`config.mk`:
```
export PLATFORM = sky130hd
export DESIGN_NAME = sprite_row_scanner_mc
export DESIGN_NICKNAME = d
export VERILOG_FILES = /design/src/rtl/sprite_row_scanner_mc.sv
export SDC_FILE = /design/constraint.sdc
export NUM_CORES = 1
export LEC_CHECK = 0
export BUFFER_PORTS_ARGS = -buffer_cell sky130_fd_sc_hd__buf_4
export CORE_ASPECT_RATIO = 1.75
export CORE_MARGIN = 1
export CORE_UTILIZATION = 55
export CTS_BUF_LIST = sky130_fd_sc_hd__clkbuf_8
export DETAILED_ROUTE_END_ITERATION = 6
export PLACE_DENSITY = 0.78
export SLEW_MARGIN = 20
export SYNTH_ARGS = -nofsm -noshare
export SYNTH_HDL_FRONTEND = slang
export SYNTH_SLANG_ARGS = --single-unit
export TNS_END_PERCENT = 50
```
`constraint.sdc`:
```
create_clock -name clk -period 4.8 [get_ports clk]
set_input_delay 0.96 -clock clk [delete_from_list [all_inputs] [get_ports clk]]
set_output_delay 0.96 -clock clk [all_outputs]
set_load 0.03 [all_outputs]
```
`src/rtl/sprite_row_scanner_mc.sv`:
```
// Per-line sprite frontend: scans the attribute table for sprites crossing the next line,
// queues hits in index order and hands each one to the lowest-numbered idle drawer channel.
module sprite_row_scanner_mc #(
  parameter int unsigned NUM_SPRITE = 32,
  parameter int unsigned MAX_SLOT   = 8,
  parameter int unsigned NUM_CH     = 2,
  parameter int unsigned SPRITE_H   = 16,
  parameter int unsigned ROW_LIMIT  = 0,
  parameter int unsigned VIS_LINES  = 480
) (
  input  logic                               clk,
  input  logic                               reset_n,
  input  logic                               start_row,
  input  logic [9:0]                         next_vcount,
  output logic [$clog2(NUM_SPRITE)-1:0]      ra,
  input  logic [31:0]                        rd_data,
  output logic [NUM_CH-1:0]                  draw_req,
  input  logic [NUM_CH-1:0]                  draw_ack,
  output logic [NUM_CH*10-1:0]               col_base,
  output logic [NUM_CH-1:0]                  flip,
  output logic [NUM_CH*8-1:0]                frame_id,
  output logic [NUM_CH*$clog2(SPRITE_H)-1:0] row_off,
  output logic [5:0]                         hit_count,
  output logic                               row_overflow,
  output logic                               fe_done
);

  localparam int unsigned AW = $clog2(NUM_SPRITE);
  localparam int unsigned SW = $clog2(MAX_SLOT);
  localparam int unsigned OW = SW + 1;
  localparam int unsigned RW = $clog2(SPRITE_H);
  localparam int unsigned EW = 19 + RW;

  typedef enum logic [1:0] {IDLE, SCAN, DRAIN} state_e;

  state_e                  state_q, state_d;
  logic [AW-1:0]           ra_q, ra_d;
  logic                    eval_v_q, eval_v_d, eval_last_q, eval_last_d;
  logic                    all_issued_q, all_issued_d;
  logic [9:0]              vcount_q, vcount_d;
  logic [SW-1:0]           head_q, head_d, tail_q, tail_d;
  logic [OW-1:0]           occ_q, occ_d;
  logic [NUM_CH-1:0]       busy_q, busy_d, draw_req_q, draw_req_d, flip_q, flip_d;
  logic [NUM_CH*10-1:0]    col_base_q, col_base_d;
  logic [NUM_CH*8-1:0]     frame_q, frame_d;
  logic [NUM_CH*RW-1:0]    row_off_q, row_off_d;
  logic [5:0]              hit_count_q, hit_count_d;
  logic                    overflow_q, overflow_d, fe_done_q, fe_done_d;
  logic [EW-1:0]           mem_q [MAX_SLOT];
  logic [10:0]             vc11_c, y11_c;
  logic                    hit_c, push_c, pop_c, issue_c, found_c;
  logic [EW-1:0]           push_data_c, head_data_c;
  logic                    unused_rsvd_c;

  assign unused_rsvd_c = ^rd_data[29:27];

  always_comb begin
    state_d      = state_q;
    ra_d         = ra_q;
    eval_v_d     = 1'b0;
    eval_last_d  = 1'b0;
    all_issued_d = all_issued_q;
    vcount_d     = vcount_q;
    head_d       = head_q;
    tail_d       = tail_q;
    occ_d        = occ_q;
    busy_d       = busy_q;
    draw_req_d   = '0;
    col_base_d   = col_base_q;
    flip_d       = flip_q;
    frame_d      = frame_q;
    row_off_d    = row_off_q;
    hit_count_d  = hit_count_q;
    overflow_d   = overflow_q;
    fe_done_d    = fe_done_q;
    push_c       = 1'b0;
    pop_c        = 1'b0;
    found_c      = 1'b0;

    // 11-bit compare so y + SPRITE_H never wraps into low lines
    vc11_c      = {1'b0, vcount_q};
    y11_c       = {2'b00, rd_data[26:18]};
    hit_c       = eval_v_q && rd_data[31] && (vc11_c >= y11_c) && (vc11_c < y11_c + 11'(SPRITE_H));
    push_data_c = {rd_data[17:8], rd_data[30], rd_data[7:0], RW'(vc11_c - y11_c)};
    head_data_c = mem_q[head_q];

    // Issue a read only when the FIFO can absorb both the in-flight and the new evaluation
    issue_c = (state_q == SCAN) && !all_issued_q &&
              (32'(occ_q) + 32'(eval_v_q) <= MAX_SLOT - 1);
    if (issue_c) begin
      eval_v_d    = 1'b1;
      eval_last_d = (ra_q == AW'(NUM_SPRITE - 1));
      if (ra_q == AW'(NUM_SPRITE - 1)) all_issued_d = 1'b1;
      else                             ra_d = ra_q + AW'(1);
    end

    if (hit_c) begin
      if (ROW_LIMIT == 0 || 32'(hit_count_q) < ROW_LIMIT) begin
        push_c = 1'b1;
        if (hit_count_q != 6'd63) hit_count_d = hit_count_q + 6'd1;
      end else begin
        overflow_d = 1'b1;
      end
    end

    for (int i = 0; i < int'(NUM_CH); i++) begin
      if (draw_ack[i] && busy_q[i]) busy_d[i] = 1'b0;
    end

    if (state_q != IDLE && occ_q != '0) begin
      for (int i = 0; i < int'(NUM_CH); i++) begin
        if (!found_c && !busy_q[i]) begin
          found_c                 = 1'b1;
          pop_c                   = 1'b1;
          busy_d[i]               = 1'b1;
          draw_req_d[i]           = 1'b1;
          col_base_d[i*10 +: 10]  = head_data_c[EW-1 -: 10];
          flip_d[i]               = head_data_c[EW-11];
          frame_d[i*8 +: 8]       = head_data_c[EW-12 -: 8];
          row_off_d[i*RW +: RW]   = head_data_c[RW-1:0];
        end
      end
    end

    case (state_q)
      SCAN:    if (eval_v_q && eval_last_q) state_d = DRAIN;
      DRAIN:   if (occ_q == '0 && busy_q == '0) begin
                 state_d   = IDLE;
                 fe_done_d = 1'b1;
               end
      default: ;
    endcase

    if (push_c) tail_d = tail_q + SW'(1);
    if (pop_c)  head_d = head_q + SW'(1);
    occ_d = occ_q + OW'(push_c) - OW'(pop_c);

    // A new row abandons whatever the previous one left behind
    if (start_row) begin
      push_c       = 1'b0;
      ra_d         = '0;
      eval_v_d     = 1'b0;
      eval_last_d  = 1'b0;
      all_issued_d = 1'b0;
      vcount_d     = next_vcount;
      head_d       = '0;
      tail_d       = '0;
      occ_d        = '0;
      busy_d       = '0;
      draw_req_d   = '0;
      hit_count_d  = '0;
      overflow_d   = 1'b0;
      if (32'(next_vcount) < VIS_LINES) begin
        state_d   = SCAN;
        fe_done_d = 1'b0;
      end else begin
        state_d   = IDLE;
        fe_done_d = 1'b1;
      end
    end
  end

  always_ff @(posedge clk or negedge reset_n) begin
    if (!reset_n) begin
      state_q      <= IDLE;
      ra_q         <= '0;
      eval_v_q     <= 1'b0;
      eval_last_q  <= 1'b0;
      all_issued_q <= 1'b0;
      vcount_q     <= '0;
      head_q       <= '0;
      tail_q       <= '0;
      occ_q        <= '0;
      busy_q       <= '0;
      draw_req_q   <= '0;
      col_base_q   <= '0;
      flip_q       <= '0;
      frame_q      <= '0;
      row_off_q    <= '0;
      hit_count_q  <= '0;
      overflow_q   <= 1'b0;
      fe_done_q    <= 1'b1;
    end else begin
      state_q      <= state_d;
      ra_q         <= ra_d;
      eval_v_q     <= eval_v_d;
      eval_last_q  <= eval_last_d;
      all_issued_q <= all_issued_d;
      vcount_q     <= vcount_d;
      head_q       <= head_d;
      tail_q       <= tail_d;
      occ_q        <= occ_d;
      busy_q       <= busy_d;
      draw_req_q   <= draw_req_d;
      col_base_q   <= col_base_d;
      flip_q       <= flip_d;
      frame_q      <= frame_d;
      row_off_q    <= row_off_d;
      hit_count_q  <= hit_count_d;
      overflow_q   <= overflow_d;
      fe_done_q    <= fe_done_d;
    end
  end

  always_ff @(posedge clk) begin
    if (push_c) mem_q[tail_q] <= push_data_c;
  end

  assign ra           = ra_q;
  assign draw_req     = draw_req_q;
  assign col_base     = col_base_q;
  assign flip         = flip_q;
  assign frame_id     = frame_q;
  assign row_off      = row_off_q;
  assign hit_count    = hit_count_q;
  assign row_overflow = overflow_q;
  assign fe_done      = fe_done_q;

endmodule

```
* After elaboration in Yosys (flattened, before gate mapping) *
Memories as Yosys holds them, arrays and structs flattened.
Index checks and enable logic that the tools add are counted.

operators by class
  add/sub/neg operators = 9
  $lt $le $gt $ge = 4
  equality and inequality tests = 7
  muxes and demuxes = 44
  bitwise logic cells = 1
  reductions and logical operators = 34

operator list
  kind                                                                              number
  1-bit 2-to-1 mux                                                                  25
  6-bit 2-to-1 mux                                                                  3
  2-bit nonzero test                                                                9
  5-bit 2-to-1 mux                                                                  3
  2-bit 2-to-1 mux                                                                  7
  3-bit 2-to-1 mux                                                                  4
  2-bit AND reduction                                                               6
  1-bit logical AND                                                                 11
  9-bit by 5-bit adder with 10-bit output, second input constant                    1
  10-bit by 9-bit greater-or-equal comparator with 1-bit output                     1
  10-bit less-than comparator                                                       1
  10-bit by 9-bit less-than comparator with 1-bit output, second input constant     1
  3-bit by 1-bit adder with 3-bit output, second input constant                     2
  6-bit by 1-bit adder with 6-bit output, second input constant                     1
  6-bit inequality test, second input constant                                      1
  4-bit by 1-bit adder with 5-bit output                                            1
  5-bit by 1-bit adder with 5-bit output, second input constant                     1
  5-bit == test, second input constant                                              1
  5-bit by 3-bit less-or-equal comparator with 1-bit output, second input constant  1
  4-bit by 1-bit adder with 4-bit output                                            1
  4-bit zero test                                                                   1
  4-bit 2-to-1 mux                                                                  1
  2-bit one-hot mux with 2 select lines                                             1
  4-bit nonzero test                                                                1
  other kinds (12)                                                                  14

word-level totals
  register bits = 87
  RAM bits = 184
  output and inout port bits = 61
  memories = 1

memories
  name   depth  width  read ports  clocked after memory_dff  wr ports  RTL line  text
  mem_q  8      23     1           0                         1         49        logic [EW-1:0] mem_q [MAX_SLOT];

* Depth between registers and ports, before layout *
Gate-level depths: netlist of the first run.

  depth after elaboration = 9
  mapped depth = 16
  gate-level depth less buffers = 15

* Least setup slack after synthesis of the first run *
Ideal clock, no wire load.

  path kind = input-to-reg
  start point = input rd_data[18]
  end point = memory mem_q[4][0] (netlist name) (enable)
  library setup time = 461 ps
  data arrival time = 4828 ps
  data required time = 4339 ps
  setup slack = -489 ps
  cell stages on the path = 9
  path buffers = 1
  path through = ha_1 > inv_1 > fa_1 > a211oi_1 > or4b_4 > a31oi_4 > or3_4 > buf_6 > nor4_1

on the way
  word-level cells in the longest chain between the ends = 7

ends and longest elaborated chain
  element                                                                                                                          RTL line  text
  start, declared                                                                                                                  16        input logic [31:0] rd_data,
  9-bit by 5-bit adder with 10-bit output / 10-bit by 9-bit greater-or-equal comparator with 1-bit output (equally long branches)  83        hit_c = eval_v_q && rd_data[31] && (vc11_c >= y11_c) && (vc11_c < y11_c + 11'(SPRITE_H));
  10-bit less-than comparator / 1-bit logical AND (equally long branches)                                                          83
  1-bit logical AND *                                                                                                              83
  1-bit 2-to-1 mux *                                                                                                               97        if (hit_c) begin
  1-bit 2-to-1 mux *                                                                                                               139       if (start_row) begin
  1-bit 2-to-1 mux *                                                                                                               206       if (push_c) mem_q[tail_q] <= push_data_c;
  1-bit 2-to-1 mux (implied by the code) *                                                                                         206
  end, declared                                                                                                                    49

Every way passes the cells marked *; elsewhere a longest branch is shown, timed or not.

* Worst setup path after layout of the first run *
  start point = input rd_data[18]
  end point = register occ_q[1]

on the way
  word-level cells in the longest chain between the ends = 7

ends and longest elaborated chain
  element                                                                                                                          RTL line  text
  9-bit by 5-bit adder with 10-bit output / 10-bit by 9-bit greater-or-equal comparator with 1-bit output (equally long branches)  83
  10-bit less-than comparator / 1-bit logical AND (equally long branches)                                                          83
  1-bit logical AND *                                                                                                              83
  1-bit 2-to-1 mux *                                                                                                               97
  4-bit by 1-bit adder with 4-bit output *                                                                                         136       occ_d = occ_q + OW'(push_c) - OW'(pop_c);
  4-bit by 1-bit subtractor with 4-bit output *                                                                                    136
  4-bit 2-to-1 mux *                                                                                                               139
  named net occ_d[1]                                                                                                               42        logic [OW-1:0] occ_q, occ_d;
  end signal, assigned                                                                                                             173       occ_q <= '0;
  end signal, assigned                                                                                                             192       occ_q <= occ_d;
  end, declared                                                                                                                    42

The timed path passes the listed nets; every way through them passes the cells marked *.
A chain may end at the register's enable or synchronous reset.

==> impl_metrics.sql, run 1 <==
INSERT INTO impl_metrics (metric_group, metric, value, unit) VALUES
('yosys', 'ys_seq_elements', '271', ''),
('flow_run', 'max_cap_violations', '0', ''),
('placed_design', 'gpl.final_weighted_congestion', '0.7602', ''),
('sta', 'final.min_clock_period', '3.695', 'ns'),
('route', 'route.antenna.remaining_nets', '0', ''),
('clocking', 'cts_root_buf', 'sky130_fd_sc_hd__clkbuf_8', ''),
('yosys', 'netlist_top_cells_area', 'sky130_fd_sc_hd__edfxtp_1, sky130_fd_sc_hd__dfrtp_1, sky130_fd_sc_hd__mux4_2', ''),
('yosys', 'synth_top_flop_cell', 'sky130_fd_sc_hd__edfxtp_1', ''),
('power', 'intPower', '0.004379', 'W'),
('yosys', 'syn_avg_cell_area', '16.62', 'um^2'),
('power', 'seq_power_share', '0.472', ''),
('sta', 'setup_viol', '0', ''),
('worst_setup_path', 'timing.rr.start', 'vcount_q[0]$_DFFE_PN0P_', ''),
('sta', 'slew_headroom', '0.3658', ''),
('clocking', 'ctsLongestPathBuffers', '3', ''),
('sta', 'max_slew.worst_pin.slew', '0.9513', 'ns'),
('final_layout', 'final_layout_size_suffix_gt1_frac', '0.2928', ''),
('clocking', 'clock-sinks', '271', ''),
('route', 'drt_first_pass_iters', '4', ''),
('outcome', 'outcome', 'complete, no violations', ''),
('route', 'vias', '6094', ''),
('worst_setup_path', 'reg2regPathDepth', '13', ''),
('worst_setup_path', 'path_max_fanout', '12', ''),
('sta', 'final_min_period_over_clock_period', '0.7697', ''),
('clocking', 'cts_hold_repair.buffers', '0', ''),
('placed_design', 'placed_cells_incl_taps', '1002', ''),
('worst_setup_path', 'crit-reg2reg-capture', 'occ_q[1]$_DFF_PN0_', ''),
('route', 'routed_wl', '21180', 'um'),
('placed_design', 'port-buffer-count', '103', ''),
('power', 'clkPwrFrac', '0.267', ''),
('final_layout', 'final_cell_count_no_fill', '1076', ''),
('grt', 'wire_length_of_the_first_global_routing_pass', '33820', 'um'),
('placed_design', 'dp.final_hpwl', '13400', 'um'),
('route', 'vias_per_cell', '5.664', ''),
('worst_setup_path', 'r2r_slack', '1.23', 'ns'),
('yosys', 'yosysSeqAreaShare', '0.6896', ''),
('worst_setup_path', 'cp.required', '5.19', 'ns'),
('hold_path', 'type_of_the_worst_min_delay_path', 'in2async', ''),
('final_layout', 'syn_to_final_growth', '16.58', '%'),
('power', 'power.combinational.fraction', '0.261', ''),
('sta', 'slew_violations', '0', ''),
('power', 'power_density', '491.4', 'mW/mm^2'),
('route', 'drcViolationCount', '0', ''),
('die', 'core_region_area', '0.01982', 'mm^2'),
('yosys', 'yosys_warnings', '0', ''),
('sta', 'grt_setup_unrepaired', 'false', ''),
('die', 'start_util', '0.5635', ''),
('power', 'p_leak', '4.911', 'nW'),
('power', 'totalPowerFinal', '0.006400', 'W'),
('clocking', 'cts_tree', 'built', ''),
('die', 'floorplan.die_area', '0.02091', 'mm^2'),
('die', 'ioPinCount', '108', ''),
('yosys', 'yosys.area.top_type_share', '0.4946', ''),
('route', 'first_iter_violations', '349', ''),
('power', 'p_sw', '0.002021', 'W'),
('sta', 'fin_worst_skew', '0.02383', 'ns'),
('die', 'site_row_count', '68', ''),
('clocking', 'path_clk_slew', '0.07', 'ns'),
('yosys', 'post-synth-top-area-cell', 'sky130_fd_sc_hd__edfxtp_1', ''),
('sta', 'timing.final.hold_violations', '0', ''),
('clocking', 'clock_insertion_delay_worst_skew', '0.52', 'ns'),
('worst_setup_path', 'slowest_delay', '0.60', 'ns'),
('yosys', 'synth-edff-count', '184', ''),
('clocking', 'cts.repair_timing.setup_buffer_count', '0', ''),
('worst_setup_path', 'crit_path_top_delay_cell', 'sky130_fd_sc_hd__a2111oi_4', ''),
('power', 'irDropWorstVdd', '0.3943', 'mV'),
('route', 'routedWlPerCell', '19.68', 'um'),
('grt', 'gr-total-overflow', '0', ''),
('worst_setup_path', 'critical_path_buf_inv_count', '3', ''),
('yosys', 'yosysUniqueCellTypes', '53', ''),
('sta', 'fmaxAchievable', '270.7', 'MHz');
worst reg2reg max path: stages (launching register included):
cell                        delay [ns]
sky130_fd_sc_hd__dfrtp_1          0.36
sky130_fd_sc_hd__inv_1            0.07
sky130_fd_sc_hd__ha_1             0.13
sky130_fd_sc_hd__inv_1            0.05
sky130_fd_sc_hd__fa_1             0.42
sky130_fd_sc_hd__a211oi_1         0.26
sky130_fd_sc_hd__o21ai_1          0.15
sky130_fd_sc_hd__a2111oi_4        0.60
sky130_fd_sc_hd__or3_4            0.36
sky130_fd_sc_hd__ha_1             0.26
sky130_fd_sc_hd__inv_1            0.06
sky130_fd_sc_hd__ha_1             0.18
sky130_fd_sc_hd__fa_1             0.41
sky130_fd_sc_hd__nor2b_1          0.15
cells by family after synthesis:
kind of cell,Yosys count,synth area share
multiplexers,108,0.1496
XOR/XNOR,12,0.009409
adder cells (fa/ha/maj),32,0.03719
AND/OR/NAND/NOR,113,0.05119
AO/OA/AOI/OAI,62,0.03606
other,1,0.0003357
buffers and inverters,73,0.02655
flip-flops,271,0.6896
layout by cell type (no fill, tap or decap), types with 16 or more instances in the layout:
master                     synthesis  final
sky130_fd_sc_hd__mux2i_1          50     50
sky130_fd_sc_hd__nand2_1          16     16
sky130_fd_sc_hd__a21oi_1          34     34
sky130_fd_sc_hd__nor2_1           45     44
sky130_fd_sc_hd__inv_1            45     61
sky130_fd_sc_hd__mux4_2           46     46
sky130_fd_sc_hd__clkbuf_8          0     43
sky130_fd_sc_hd__edfxtp_1        184    184
sky130_fd_sc_hd__buf_4             1    113
sky130_fd_sc_hd__ha_1             30     30
sky130_fd_sc_hd__dfrtp_1          86     84
through the flow:
stage	util	area, um^2	setup slack, ns	TNS [ns]
floorplan	-	11170	-0.4891	-45.00
global placement	0.6183	12260	0.6840	0
detailed placement	0.6183	12260	0.5714	0
CTS	0.6556	13000	1.131	0
global route	0.6569	13020	0.8920	0
finish	0.6569	13020	1.105	0
area by class of cell:
type	count	area, um^2
repair buffers	114	868.3
multi-input cells	328	3224
well taps	245	306.5
diodes	1	2.502
clock buffers	43	591.8
clock inverters	29	148.9
inverters	45	168.9
fillers	1367	6802
flip-flops and latches	271	7711
power groups by stage:
stage / clock [W] / combinational (W) / sequential (W)
global placement: 0 / 0.00161 / 0.00305
floorplan: 0 / 0.000822 / 0.00333
detailed placement: 0 / 0.00167 / 0.00307
CTS: 0.00175 / 0.00168 / 0.00303
global route: 0.00184 / 0.00181 / 0.00307
finish: 0.00171 / 0.00167 / 0.00302
cells in the mapped netlist, types with 3 or more instances:
cell                         n
sky130_fd_sc_hd__a211oi_1    6
sky130_fd_sc_hd__a21o_1      3
sky130_fd_sc_hd__a21oi_1    34
sky130_fd_sc_hd__and2_1      3
sky130_fd_sc_hd__and3_1      4
sky130_fd_sc_hd__buf_1       3
sky130_fd_sc_hd__buf_2       9
sky130_fd_sc_hd__clkbuf_1   14
sky130_fd_sc_hd__dfrtp_1    86
sky130_fd_sc_hd__edfxtp_1  184
sky130_fd_sc_hd__ha_1       30
sky130_fd_sc_hd__inv_1      45
sky130_fd_sc_hd__mux2_2     10
sky130_fd_sc_hd__mux2i_1    50
sky130_fd_sc_hd__mux4_2     46
sky130_fd_sc_hd__nand2_1    16
sky130_fd_sc_hd__nand3_1     7
sky130_fd_sc_hd__nor2_1     45
sky130_fd_sc_hd__nor2b_1     8
sky130_fd_sc_hd__nor3_1      7
sky130_fd_sc_hd__nor4_1      6
sky130_fd_sc_hd__o21ai_0     7
sky130_fd_sc_hd__xnor2_1    10
worst max path at each step:
| stage | slack, ns | endpoint | cells after the start |
|---|---|---|---|
| finish | 1.11 | occ_q[1]$_DFF_PN0_ | 13 |
| global route | 0.89 | occ_q[3]$_DFF_PN0_ | 15 |
| CTS | 1.13 | occ_q[1]$_DFF_PN0_ | 13 |
| detailed placement | 0.57 | occ_q[1]$_DFF_PN0_ | 13 |
| global placement | 0.68 | occ_q[3]$_DFF_PN0_ | 15 |
| floorplan | -0.49 | mem_q[4][0]$_DFFE_PP_ | 9 |
registers in the layout, indices dropped and copies added (netlist names), 3 cells and up:
| name | flops |
|---|---|
| mem_q | 184 |
| vcount_q | 10 |
| col_base | 20 |
| head_q | 3 |
| tail_q | 3 |
| occ_q | 4 |
| row_off | 8 |
| frame_id | 16 |
| hit_count | 6 |
| ra | 5 |
per-layer routing:
layer	vias to the layer above	GRT usage	share of wire
li1	2791	-	-
met1	3074	0.2351	0.36
met2	181	0.4090	0.55
met3	48	0.03247	0.051
met4	0	0.08821	0.032
met5	-	0	0
Note: power is estimated with default switching activity, not from simulation.
==> inputs of run 2 (changes only) <==
--- a/config.mk
+++ b/config.mk
@@ -5,13 +5,14 @@
 export SDC_FILE = /design/constraint.sdc
 export NUM_CORES = 1
 export LEC_CHECK = 0
+export ABC_AREA = 1
 export BUFFER_PORTS_ARGS = -buffer_cell sky130_fd_sc_hd__buf_4
 export CORE_ASPECT_RATIO = 1.75
 export CORE_MARGIN = 1
-export CORE_UTILIZATION = 55
+export CORE_UTILIZATION = 61
 export CTS_BUF_LIST = sky130_fd_sc_hd__clkbuf_8
 export DETAILED_ROUTE_END_ITERATION = 6
-export PLACE_DENSITY = 0.78
+export PLACE_DENSITY = 0.82
 export SLEW_MARGIN = 20
 export SYNTH_ARGS = -nofsm -noshare
 export SYNTH_HDL_FRONTEND = slang
==> constraint.sdc (replaced) <==
create_clock -name clk -period 3.75 [get_ports clk]
set_input_delay 0.75 -clock clk [delete_from_list [all_inputs] [get_ports clk]]
set_output_delay 0.75 -clock clk [all_outputs]
set_load 0.03 [all_outputs]
==> run 2 against run 1 <==
- first-iteration DRC count grew 49%
- power rose by 38%
- count of clock-buffer cells in the layout fell by 1
- critical endpoint is now occ_q[2]$_DFF_PN0_
- highest routed layer unchanged
- non-clock buffer count is 7 higher
- cell count grew 28%
- global-route usage rose by 3.3 points
- routed wire length is 9.5% higher
==> impl_metrics.sql, run 2 <==
INSERT INTO impl_metrics (metric_group, metric, value, unit) VALUES
('final_layout', 'multi_input_area', '0.003227', 'mm^2'),
('sta', 'fin_worst_skew', '0.02471', 'ns'),
('sta', 'slew_headroom', '0.3251', ''),
('sta', 'fmaxAchievable', '337.6', 'MHz'),
('yosys', 'postSynthCellCount', '1002', ''),
('worst_setup_path', 'timing.critical_path.cells', 'buf_4 -> ha_1 -> nand3_1 -> xor2_1 -> ha_1 -> nand2_1 -> a21oi_1 -> nor2_1 -> nand2_1 -> nor2_2 -> nand3_2 -> ha_1 -> inv_1 -> ha_1 -> fa_1 -> o21ai_0 -> a21oi_1', ''),
('route', 'drcViolationCount', '0', ''),
('worst_setup_path', 'cp.required', '4.15', 'ns'),
('yosys', 'synth.net_count', '1081', ''),
('yosys', 'async_reset_ff_frac', '0.3210', ''),
('route', 'route.antenna.remaining_nets', '0', ''),
('route', 'vias_per_cell', '5.605', ''),
('worst_setup_path', 'critPathCaptureType', 'flip-flop', ''),
('yosys', 'post-synth-top-area-cell', 'sky130_fd_sc_hd__edfxtp_1', ''),
('route', 'vias', '7696', ''),
('grt', 'wire_length_of_the_first_global_routing_pass', '37290', 'um'),
('worst_setup_path', 'path_max_fanout', '4', ''),
('die', 'floorplan.die.height', '182.6', 'um'),
('outcome', 'outcome', 'complete, no violations', ''),
('sta', 'slew_violations', '0', ''),
('yosys', 'netlist_top_cells_area', 'sky130_fd_sc_hd__edfxtp_1, sky130_fd_sc_hd__dfrtp_1, sky130_fd_sc_hd__nor2_1', ''),
('yosys', 'synth-edff-count', '184', ''),
('flow_run', 'max_cap_violations', '0', ''),
('yosys', 'syn_avg_cell_area', '11.34', 'um^2'),
('worst_setup_path', 'critical_path_buf_inv_count', '2', ''),
('grt', 'gr-total-overflow', '0', ''),
('clocking', 'numCtsBuffers', '37', ''),
('placed_design', 'gpl.final_weighted_congestion', '0.8158', ''),
('clocking', 'cts_htree_levels', '2', ''),
('final_layout', 'syn_to_final_growth', '15.16', '%'),
('grt', 'grt_max_degree', '96', ''),
('final_layout', 'number_of_flip_flops_in_the_largest_register', '184', ''),
('clocking', 'cts.repair_timing.setup_buffer_count', '0', ''),
('final_layout', 'layout.cells.most_common_list', 'sky130_fd_sc_hd__edfxtp_1, sky130_fd_sc_hd__nor2_1, sky130_fd_sc_hd__nand2_1', ''),
('placed_design', 'port-buffer-count', '103', ''),
('final_layout', 'final_layout_size_suffix_gt1_frac', '0.1694', ''),
('worst_setup_path', 'critical-path-top-cell-by-count', 'sky130_fd_sc_hd__ha_1', ''),
('sta', 'tns', '0', 'ns'),
('yosys', 'synth_common_cells', 'sky130_fd_sc_hd__edfxtp_1, sky130_fd_sc_hd__nor2_1, sky130_fd_sc_hd__nand2_1', ''),
('sta', 'setup_viol', '0', ''),
('yosys', 'ys_seq_elements', '271', ''),
('final_layout', 'share_of_the_core_filled_with_cells', '0.7217', ''),
('clocking', 'cts_root_buf', 'sky130_fd_sc_hd__clkbuf_8', ''),
('worst_setup_path', 'reg2regPathDepth', '14', ''),
('placed_design', 'dp.final_hpwl', '14280', 'um'),
('die', 'floorplan.die_area', '0.01920', 'mm^2'),
('clocking', 'path_clk_slew', '0.06', 'ns'),
('yosys', 'yosysSeqAreaShare', '0.6778', ''),
('route', 'first_iter_violations', '519', ''),
('die', 'start_util', '0.6267', ''),
('final_layout', 'top_register', 'mem_q', ''),
('sta', 'layout_setup_ws', '0.7877', 'ns'),
('worst_setup_path', 'critPathTopFamily', 'adder cells', ''),
('yosys', 'yosys_warnings', '0', ''),
('route', 'routed_wl', '23200', 'um'),
('worst_setup_path', 'r2r_slack', '0.95', 'ns'),
('sta', 'grt_setup_unrepaired', 'false', ''),
('worst_setup_path', 'cp-start-kind', 'input pin', ''),
('final_layout', 'final_layout_fill_cell_count', '1229', ''),
('power', 'p_leak', '5.340', 'nW'),
('die', 'floorplan.die.width', '105.2', 'um'),
('yosys', 'yosys.area.top_type_share', '0.4861', ''),
('yosys', 'yosysUniqueCellTypes', '39', ''),
('grt', 'initial_antenna_violation_count', '0', ''),
('grt', 'first_global_vias', '7696', ''),
('worst_setup_path', 'critical_path_depth', '17', ''),
('final_layout', 'finish.net_count', '1189', ''),
('power', 'totalPowerFinal', '0.008815', 'W'),
('route', 'drt_first_pass_iters', '5', ''),
('final_layout', 'seq_area', '0.007707', 'mm^2'),
('placed_design', 'placed_cells_incl_taps', '1305', ''),
('clocking', 'clock_insertion_delay_worst_skew', '0.52', 'ns'),
('worst_setup_path', 'worst_ep_arrival_time', '3.37', 'ns'),
('clocking', 'cts_tree', 'built', ''),
('power', 'power_density', '673.5', 'mW/mm^2'),
('yosys', 'netlist_area', '0.01137', 'mm^2'),
('sta', 'final.min_clock_period', '2.962', 'ns'),
('sta', 'max_slew.worst_pin.slew', '1.011', 'ns'),
('clocking', 'ctsLongestPathBuffers', '3', ''),
('final_layout', 'final_cell_count_no_fill', '1373', ''),
('grt', 'grtUsageTotal', '0.2495', ''),
('yosys', 'synth_top_flop_cell', 'sky130_fd_sc_hd__edfxtp_1', ''),
('clocking', 'post_cts_gate_resize_count', '0', ''),
('hold_path', 'type_of_the_worst_min_delay_path', 'in2async', ''),
('power', 'irDropWorstVdd', '0.4348', 'mV'),
('die', 'core_region_area', '0.01814', 'mm^2'),
('route', 'routedWlPerCell', '16.90', 'um'),
('worst_setup_path', 'slowest_delay', '0.39', 'ns'),
('final_layout', 'most_common_cell_after_layout_fill_and_taps_aside', 'sky130_fd_sc_hd__edfxtp_1', ''),
('sta', 'final_min_period_over_clock_period', '0.7899', ''),
('die', 'site_row_count', '65', ''),
('worst_setup_path', 'criticalPathCategory', 'in2reg', ''),
('clocking', 'clock-sinks', '271', ''),
('die', 'ioPinCount', '108', ''),
('final_layout', 'antenna_cells', '0', ''),
('worst_setup_path', 'crit_path_top_delay_cell', 'sky130_fd_sc_hd__fa_1', ''),
('placed_design', 'dp_worst_setup_slack', '0.2646', 'ns'),
('sta', 'timing.final.hold_violations', '0', ''),
('yosys', 'synth_most_common_cell', 'sky130_fd_sc_hd__edfxtp_1', ''),
('clocking', 'cts_hold_repair.buffers', '0', '');
[run 2: cell types whose count changed in the layout (fill, tap and decap cells not counted), sizes merged, moves of 21 or more]
cell    before  now
mux2i       50    0
o211ai       2   23
o21ai        8  194
nand2       16  133
mux4        46    0
nor2        45  180
[run 2: worst paths after layout]
| kind | start | end |
|---|---|---|
| worst min-delay path | reset_n | draw_req[0]$_DFF_PN0_ |
| max in group asynchronous | reset_n | head_q[1]$_DFFE_PN0P_ |
| worst min register to register | vcount_q[3]$_DFFE_PN0P_ | vcount_q[3]$_DFFE_PN0P_ |
| worst max-delay path | rd_data[22] | occ_q[2]$_DFF_PN0_ |
| min in group clk | draw_ack[0] | busy_q[0]$_DFF_PN0_ |
| worst max register to register | vcount_q[0]$_DFFE_PN0P_ | occ_q[2]$_DFF_PN0_ |
[run 2: final cells by class]
type	count	share of cell area
sequential	271	0.5889
multi-input combinational	632	0.2465
timing repair buffer	121	0.07447
clock buffer	42	0.04416
tap	234	0.02237
inverter	47	0.01348
clock inverter	26	0.01013
[run 2: per-layer routing]
metal / track usage / routed length (um) / up-vias / part of all wire
met3: 0.03071 / 1076 / 64 / 0.046
met4: 0.1256 / 862 / 0 / 0.037
met1: 0.2812 / 8509 / 3725 / 0.37
li1: - / - / 3680 / -
met5: 0 / 0 / - / 0
met2: 0.4603 / 12750 / 227 / 0.55
[run 2: metrics by stage]
stage | hold slack (ns) | instance area, um^2
after floorplan | 0.4459 | 11370
after global placement | 0.4623 | 12370
after detailed placement | 0.4665 | 12370
after CTS | 0.4021 | 13090
after global routing | 0.3485 | 13090
final | 0.2831 | 13090
[run 2: power by group]
| group | switching, W | total (W) | leakage (nW) | internal (W) |
|---|---|---|---|---|
| registers | 0.000237 | 0.00379 | 2.76 | 0.00356 |
| clock network | 0.00104 | 0.00214 | 0.431 | 0.00110 |
| logic | 0.00195 | 0.00288 | 2.15 | 0.000932 |
[run 2: kinds of logic after synthesis]
group | Yosys count | share of synthesized area
AO/OA/AOI/OAI | 243 | 0.1142
XOR/XNOR | 12 | 0.009248
adder cells (fa/ha/maj) | 32 | 0.03655
buffers and inverters | 99 | 0.04073
flip-flops | 271 | 0.6778
other | 1 | 0.0003299
AND/OR/NAND/NOR | 344 | 0.1212
